File: src/rtl/retire_map.sv
// -----------------------------------------------------------------------------
// retire_map
//
// Retirement rename table (RRAT) and physical-register release stage. Sits
// directly behind the ROB commit port.
//   * Holds the committed architectural -> physical mapping (rrat[0..31]).
//   * Pushes each superseded physical tag into a small release FIFO that the
//     free list drains through a valid/ready handshake.
//   * On a mispredict, streams the committed mapping back to the speculative
//     rename map, one architectural register per cycle (x0..x31), then pulses
//     recover_done.
//   * Offers a combinational debug read port into the table.
//
// Ports
//   clk, reset         clock; synchronous active-low reset
//   commit_*           ROB commit handshake (valid/ready) and payload
//   free_valid/ready   release handshake, free_pr is the head tag
//   recover_req        one-cycle mispredict recovery request
//   recover_busy       restore stream in progress (registered)
//   restore_*          restore stream entry (registered)
//   recover_done       one-cycle pulse after the last restore entry
//   dbg_arch/dbg_pr    combinational debug read of rrat[dbg_arch]
// -----------------------------------------------------------------------------
module retire_map #(
  parameter int PR_W       = 7,
  parameter int FREE_DEPTH = 4
) (
  input  logic            clk,
  input  logic            reset,

  input  logic            commit_valid,
  output logic            commit_ready,
  input  logic            commit_has_rd,
  input  logic [4:0]      commit_rd,
  input  logic [PR_W-1:0] commit_pd_new,
  input  logic [PR_W-1:0] commit_pd_old,

  output logic            free_valid,
  input  logic            free_ready,
  output logic [PR_W-1:0] free_pr,

  input  logic            recover_req,
  output logic            recover_busy,
  output logic            restore_valid,
  output logic [4:0]      restore_arch,
  output logic [PR_W-1:0] restore_pr,
  output logic            recover_done,

  input  logic [4:0]      dbg_arch,
  output logic [PR_W-1:0] dbg_pr
);

  localparam int PTR_W = (FREE_DEPTH > 1) ? $clog2(FREE_DEPTH) : 1;
  localparam int CNT_W = $clog2(FREE_DEPTH) + 1;

  typedef enum logic {
    IDLE    = 1'b0,
    RESTORE = 1'b1
  } state_t;

  state_t          state, state_nxt;
  logic [4:0]      idx, idx_nxt;
  logic            restore_valid_nxt;
  logic [4:0]      restore_arch_nxt;
  logic [PR_W-1:0] restore_pr_nxt;
  logic            recover_done_nxt;

  logic [PR_W-1:0] rrat [32];

  logic [PR_W-1:0] fifo_mem [FREE_DEPTH];
  logic [PTR_W-1:0] wr_ptr, rd_ptr;
  logic [CNT_W-1:0] count;

  logic commit_fire;
  logic table_write;
  logic push;
  logic pop;

  // ---------------------------------------------------------------------------
  // Handshakes. commit_ready looks at the count before any pop this cycle, so a
  // full FIFO never accepts a push even while it is being drained.
  // ---------------------------------------------------------------------------
  assign commit_ready = (state == IDLE) && (count < CNT_W'(FREE_DEPTH));
  assign commit_fire  = commit_valid && commit_ready;
  // x0 is hardwired: it is never remapped and never releases a tag.
  assign table_write  = commit_fire && commit_has_rd && (commit_rd != 5'd0);
  assign push         = table_write;

  assign free_valid   = (count != '0);
  // The FIFO storage has no reset, so gate the head with valid to keep
  // free_pr at a defined zero whenever nothing is queued.
  assign free_pr      = free_valid ? fifo_mem[rd_ptr] : '0;
  assign pop          = free_valid && free_ready;

  assign dbg_pr       = rrat[dbg_arch];
  assign recover_busy = (state == RESTORE);

  // ---------------------------------------------------------------------------
  // Retirement rename table
  // ---------------------------------------------------------------------------
  // NOTE: sequential state uses non-blocking assignments so every flop samples
  // pre-edge values; blocking here would create order-dependent simulation.
  always_ff @(posedge clk) begin
    if (!reset) begin
      for (int i = 0; i < 32; i++) rrat[i] <= PR_W'(i);
    end else if (table_write) begin
      rrat[commit_rd] <= commit_pd_new;
    end
  end

  // ---------------------------------------------------------------------------
  // Release FIFO
  // ---------------------------------------------------------------------------
  // NOTE: the storage array is deliberately not reset; only pointers and count
  // are. Entries are only ever read while count says they were written.
  always_ff @(posedge clk) begin
    if (push) fifo_mem[wr_ptr] <= commit_pd_old;
  end

  always_ff @(posedge clk) begin
    if (!reset) begin
      wr_ptr <= '0;
      rd_ptr <= '0;
      count  <= '0;
    end else begin
      // Pointers wrap naturally because FREE_DEPTH is a power of two.
      if (push) wr_ptr <= wr_ptr + PTR_W'(1);
      if (pop)  rd_ptr <= rd_ptr + PTR_W'(1);
      case ({push, pop})
        2'b10:   count <= count + CNT_W'(1);
        2'b01:   count <= count - CNT_W'(1);
        default: count <= count;
      endcase
    end
  end

  // ---------------------------------------------------------------------------
  // Recovery FSM. The restore outputs are registered, so the next-state logic
  // also computes the entry that will be visible in the following cycle:
  // entry 0 is loaded on the recover_req edge, entry idx+1 on each RESTORE
  // edge, and the edge after entry 31 returns to IDLE and raises done.
  // Commits are blocked during RESTORE, so rrat is stable while streaming; a
  // commit accepted alongside recover_req lands in rrat before entry 1 is read.
  // ---------------------------------------------------------------------------
  always_ff @(posedge clk) begin
    if (!reset) begin
      state         <= IDLE;
      idx           <= '0;
      restore_valid <= 1'b0;
      restore_arch  <= '0;
      restore_pr    <= '0;
      recover_done  <= 1'b0;
    end else begin
      state         <= state_nxt;
      idx           <= idx_nxt;
      restore_valid <= restore_valid_nxt;
      restore_arch  <= restore_arch_nxt;
      restore_pr    <= restore_pr_nxt;
      recover_done  <= recover_done_nxt;
    end
  end

  // NOTE: every signal driven here gets a default first, so no path through the
  // case leaves one unassigned and no latch is inferred.
  always_comb begin
    state_nxt         = state;
    idx_nxt           = idx;
    restore_valid_nxt = 1'b0;
    restore_arch_nxt  = '0;
    restore_pr_nxt    = '0;
    recover_done_nxt  = 1'b0;

    case (state)
      IDLE: begin
        if (recover_req) begin
          state_nxt         = RESTORE;
          idx_nxt           = '0;
          restore_valid_nxt = 1'b1;
          restore_arch_nxt  = '0;
          restore_pr_nxt    = '0;  // x0 always restores to p0
        end
      end
      RESTORE: begin
        if (idx == 5'd31) begin
          state_nxt        = IDLE;
          idx_nxt          = '0;
          recover_done_nxt = 1'b1;
        end else begin
          idx_nxt           = idx + 5'd1;
          restore_valid_nxt = 1'b1;
          restore_arch_nxt  = idx + 5'd1;
          restore_pr_nxt    = rrat[idx + 5'd1];
        end
      end
      default: state_nxt = IDLE;
    endcase
  end

endmodule

File: config.mk
export PLATFORM = sky130hd
export DESIGN_NAME = retire_map
export DESIGN_NICKNAME = d
export VERILOG_FILES = /design/src/rtl/retire_map.sv
export SDC_FILE = /design/constraint.sdc
export NUM_CORES = 1
export LEC_CHECK = 0
export ABC_AREA = 1
export BUFFER_PORTS_ARGS = -buffer_cell sky130_fd_sc_hd__buf_2
export CAP_MARGIN = 15
export CELL_PAD_IN_SITES_DETAIL_PLACEMENT = 1
export CELL_PAD_IN_SITES_GLOBAL_PLACEMENT = 1
export CORE_ASPECT_RATIO = 0.5
export CORE_UTILIZATION = 30
export CTS_CLUSTER_SIZE = 20
export DETAILED_ROUTE_END_ITERATION = 16
export PLACE_DENSITY_LB_ADDON = 0.1
export SETUP_SLACK_MARGIN = 0.3
export SYNTH_ARGS = -nofsm -noshare
export SYNTH_HDL_FRONTEND = slang
export SYNTH_SLANG_ARGS = --single-unit
export TNS_END_PERCENT = 30
File: constraint.sdc
create_clock -name clk -period 2.3 [get_ports clk]
set_input_delay 0.345 -clock clk [delete_from_list [all_inputs] [get_ports clk]]
set_output_delay 0.345 -clock clk [all_outputs]
set_load 0.03 [all_outputs]
**Word-level counts from Yosys, hierarchy flattened**

Memories as Yosys holds them, arrays and structs flattened. A register that Yosys moved wholly into a read port is not among the register bits.
Index checks and enable logic that the tools add are counted.

- Add/sub/neg operators: 5
- $mul: 0
- Div/mod/pow operators: 0
- Magnitude comparators: 1
- Equal/unequal tests: 4
- Shifts and indexed selects: 0
- Multiplexer cells: 22
- Bitwise operators: 1
- Reductions and logical operators: 10

Operator list:

| operator | count |
|---|---|
| 7-bit two-way mux | 3 |
| 5-bit one-hot mux with 2 select lines | 2 |
| 5-bit two-way mux | 3 |
| 7-bit one-hot mux with 2 select lines | 1 |
| 1-bit two-way mux | 9 |
| 7-bit OR reduction | 1 |
| 3-bit one-hot mux with 2 select lines | 1 |
| 5-bit by 1-bit adder with 5-bit output (second input constant) | 1 |
| 5-bit == test (second input constant) | 1 |
| 1-bit logical AND | 5 |
| 5-bit nonzero test | 1 |
| 2-bit by 1-bit adder with 2-bit output (second input constant) | 2 |
| 2-bit two-way mux | 2 |
| 3-bit by 1-bit adder with 3-bit output (second input constant) | 1 |
| 3-bit < comparator (second input constant) | 1 |
| 3-bit nonzero test | 1 |
| 3-bit by 1-bit subtractor with 3-bit output (second input constant) | 1 |
| 2-bit by 1-bit == test with 1-bit output (second input constant) | 1 |
| 2-bit == test (second input constant) | 1 |
| 2-bit inequality test (second input constant) | 1 |
| 1-bit one-hot mux with 2 select lines | 1 |
| 2-bit AND reduction | 1 |
| 2-bit nonzero test | 1 |
| 1-bit inverter | 1 |

- Register bits: 26
- Bits in latches: 0
- Memory bits (writable): 252
- Bits in read-only memories: 0
- Output and inout port bits: 31
- Logic and storage cells: 53
- Memories: 2

Memories:

| name | depth | bits a word | read ports | clocked after Yosys merged registers in | wr ports | line | RTL |
|---|---|---|---|---|---|---|---|
| rrat | 32 | 7 | 2 | 0 | 32 | 68 | `logic [PR_W-1:0] rrat [32];` |
| fifo_mem | 4 | 7 | 1 | 1 | 1 | 70 | `logic [PR_W-1:0] fifo_mem [FREE_DEPTH];` |

**Longest topological paths before layout**

- Depth after elaboration: 10
- Mapped depth: 11

**Least setup slack after synthesis**

No wires, ideal clock.

- Path kind: register to register
- From: register, netlist name restore_valid
- To: register count[2]
- Arrival: 1,825 ps
- Required time: 2,178 ps
- Setup slack: 352 ps
- Stages on the path, launching flop included: 12
- Cell sequence: dfxtp_1 > inv_1 > nand2_1 > nor2_1 > nand2_4 > ha_1 > inv_1 > fa_1 > a21oi_1 > o21ai_0 > o21ai_0 > a21oi_1

RTL lines:

| what | line | RTL |
|---|---|---|
| end signal: assignment | 130 | `2'b10: count <= count + CNT_W'(1);` |
| end signal: assignment | 131 | `2'b01: count <= count - CNT_W'(1);` |
| end signal: assignment | 132 | `default: count <= count;` |
| end: declaration | 72 | `logic [CNT_W-1:0] count;` |

==> results.toml <==
[status]
status = "finished, final reports clean"

[sta]
finalSetupViolCount = 0
rsz0062_at_grt = "true"
final-hold-violation-count = 0
fin_crit_sh = 0.997
min_period_ps = 2290
maxSlewHeadroom = 0.521
holdWs_ps = 124
drv_slew = 0
max_freq_ghz = 0.436
skew_ps = 18.4
worst_slew_pin_slew_ps = 715
fin_ws_ps = 6.65

[clocking]
numCtsBuffers = 30
cts_max_level = 1
path_clk_slew_ps = 80
tritoncts = "built"
root_buffer = "clkbuf_16"
cts.sinks = 280
clock_path_buffers = 3
clkLatencyLatePin_ps = 590

[power_and_ir_drop]
p_per_area_nw_per_um2 = 696
combinationalPowerShare = 0.171
p_switching_mw = 3.75
p_clk_frac = 0.384
sw_frac_of_total = 0.290
pwr-share-seq = 0.445
p_int_mw = 9.19
vdd_drop_max_mv = 0.582
p_leak_nw = 7.63

[global_routing]
track_usage = 0.222
grt_pass1_wl_microns = 85000
grt_pass1_vias = 13163
grt-ovfl-total = 0
grt_start_max_net_pins = 106
antenna_found_initial = 1

[final_layout]
final_area_sq_um = 18600
fill_cells = 5818
drive_gt1_frac = 0.184
layout.nets = 2029
area_growth_pct = 23.1
utilization = 0.379
antennaDiodeCount = 0

[synth]
synth_commonest_cells = "nand2_1, nor2_1, edfxtp_1, inv_1, nand3_1"
synth-edff-count = 252
synthDominantCellAreaShare = 0.501
yosysTopAreaCell = "edfxtp_1"
synthArstFlopShare = 0
synth_area_leaders = "edfxtp_1, nand2_1, nor2_1"
ys_seq_area_frac = 0.539
synthFlopType = "edfxtp_1"
syn_avg_cell_area_sq_um = 8.04
ys_warn_count = 0
yosysMostFrequentCell = "nand2_1"
synth_cells = 1878
syn-cell-area_sq_um = 15100
synth-seq-cells = 280
synth.distinct_cells = 34

[critical_path]
cp_common_cell = "nand2_2"
cpMaxStageDelayCell = "edfxtp_1"
max_stage_delay_ps = 420
startpoint_type = "flop"
crit_fanout = 2
required_ps = 1960
critical_path_class = "flop to primary output"
cp_cell_sequence = "a21oi_1 -> o21ai_1 -> nand3_1 -> nand2_1 -> nand2_1 -> nand2_2 -> nand2_2 -> nand2_2 -> buf_6"
r2r_setup_slack_ps = 390
worstSetupEndpointType = "primary output"
crit_arrival_ps = 1950

[floorplan]
io_pins = 61
die-height_microns = 161
rows = 57
initial_utilization = 0.308
core_area_sq_um = 49100
dieArea_sq_um = 51300
fp.dieW_microns = 319

[placement]
place_hpwl_microns = 39100
post-place-ws_ps = 22.2
gp_congestion = 0.837
port_buffers = 60
place_area_sq_um = 16900

[drt]
viasPerCell = 4.94
ant_nets = 0
routedWlPerCell_microns = 21.3
drtPass1Iterations = 5
dr_total_vias = 13162
drtIter0Drc = 962
drt-total-wl_microns = 56700
route.detailed.drc = 0

[min_path]
worstHoldPathType = "input pin to flop"

[run]
drv_cap = 0
## final timing paths
check | from | endpoint | cells after the start
max | rrat[15][3] | dbg_pr[3] | 9
min | reset | recover_done | 3
max reg2reg | count[2] | rrat[11][1] | 13
min reg2reg | rd_ptr[1] | flop | 2
## repair_timing
item	4_1_cts	5_1_grt
pin swaps	35	43
resized for setup	114	116
setup endpoints to repair	207	266
cloned	1	0
hold buffers	7	0
setup buffers	7	8
endpoints found under the hold margin	28	0
## routing by layer
metal / track usage / vias up / part of all wire
li1: - / 6361 / -
met1: 0.323 / 6491 / 0.49
met2: 0.353 / 246 / 0.45
met3: 0.0267 / 62 / 0.040
met4: 0.0450 / 2 / 0.020
met5: 0 / - / 0.00021
## cells by family (layout without fill, tap and decap cells)
family          after synthesis  in the layout  share of synthesized area
other cells                   1              7                   0.000248
fa+ha+maj                     8              8                    0.00713
xor+xnor                      3              3                    0.00224
flops                       280            280                      0.539
simple gates                926            926                      0.251
compound gates              316            316                      0.109
buf+inv                     344            475                     0.0912
## worst max-delay path: cells and delay by family, from the launching register on
kind	cells	cell delay (ps)
and+or+nand+nor	6	560
AOI/OAI and AO/OA	2	240
buffers and inverters	1	150
DFF	1	420
## flip-flops by register name (all words and copies together) (netlist names), named ones only
register,flops
rrat,224
fifo_mem,28
restore_pr,7
idx,5
restore_arch,5
count,3
rd_ptr,2
wr_ptr,2
recover_done,1
restore_valid,1
## power by group through the flow
| stage | Clock [mW] | Sequential, mW | Combinational, mW |
|---|---|---|---|
| after floorplan | 0 | 5.85 | 1.18 |
| after global placement | 0 | 5.86 | 1.98 |
| after detailed placement | 0 | 5.86 | 1.99 |
| after CTS | 5.08 | 5.76 | 2.12 |
| after global routing | 5.26 | 5.78 | 2.42 |
| final | 4.96 | 5.76 | 2.21 |
## stage by stage
stage          total power, mW  TNS, ps  std cells
6_report                  12.9        0       2664
4_1_cts                   13.0        0       2656
2_1_floorplan             7.03        0       1884
3_5_place_dp              7.85        0       2585
5_1_grt                   13.5     -391       2664
3_3_place_gp              7.84        0       2585
## area by class of cell
cell class,instances,area (sq um),area share
clock buffers,44,856,0.0461
clock inverters,12,114,0.00613
inverters,224,846,0.0455
multi-input cells,1260,6060,0.326
flip-flops and latches,280,8140,0.438
well taps,649,812,0.0437
repair buffers,195,1750,0.0944
## cells in the final DEF, fill, tap and decap left out, types with 13 or more instances in the layout
master	instances
a21oi_2	16
nand2_4	13
o21ai_1	57
nor2_1	275
clkbuf_16	32
inv_1	208
buf_4	105
buf_2	45
inv_2	13
edfxtp_1	252
nand2_1	377
buf_12	24
dfxtp_1	24
a21oi_1	126
o21ai_0	88
nor2_2	21
nand2_2	37
nand3_1	175
nor2_4	15
o211ai_1	21
Note: power is estimated with default switching activity, not from simulation.
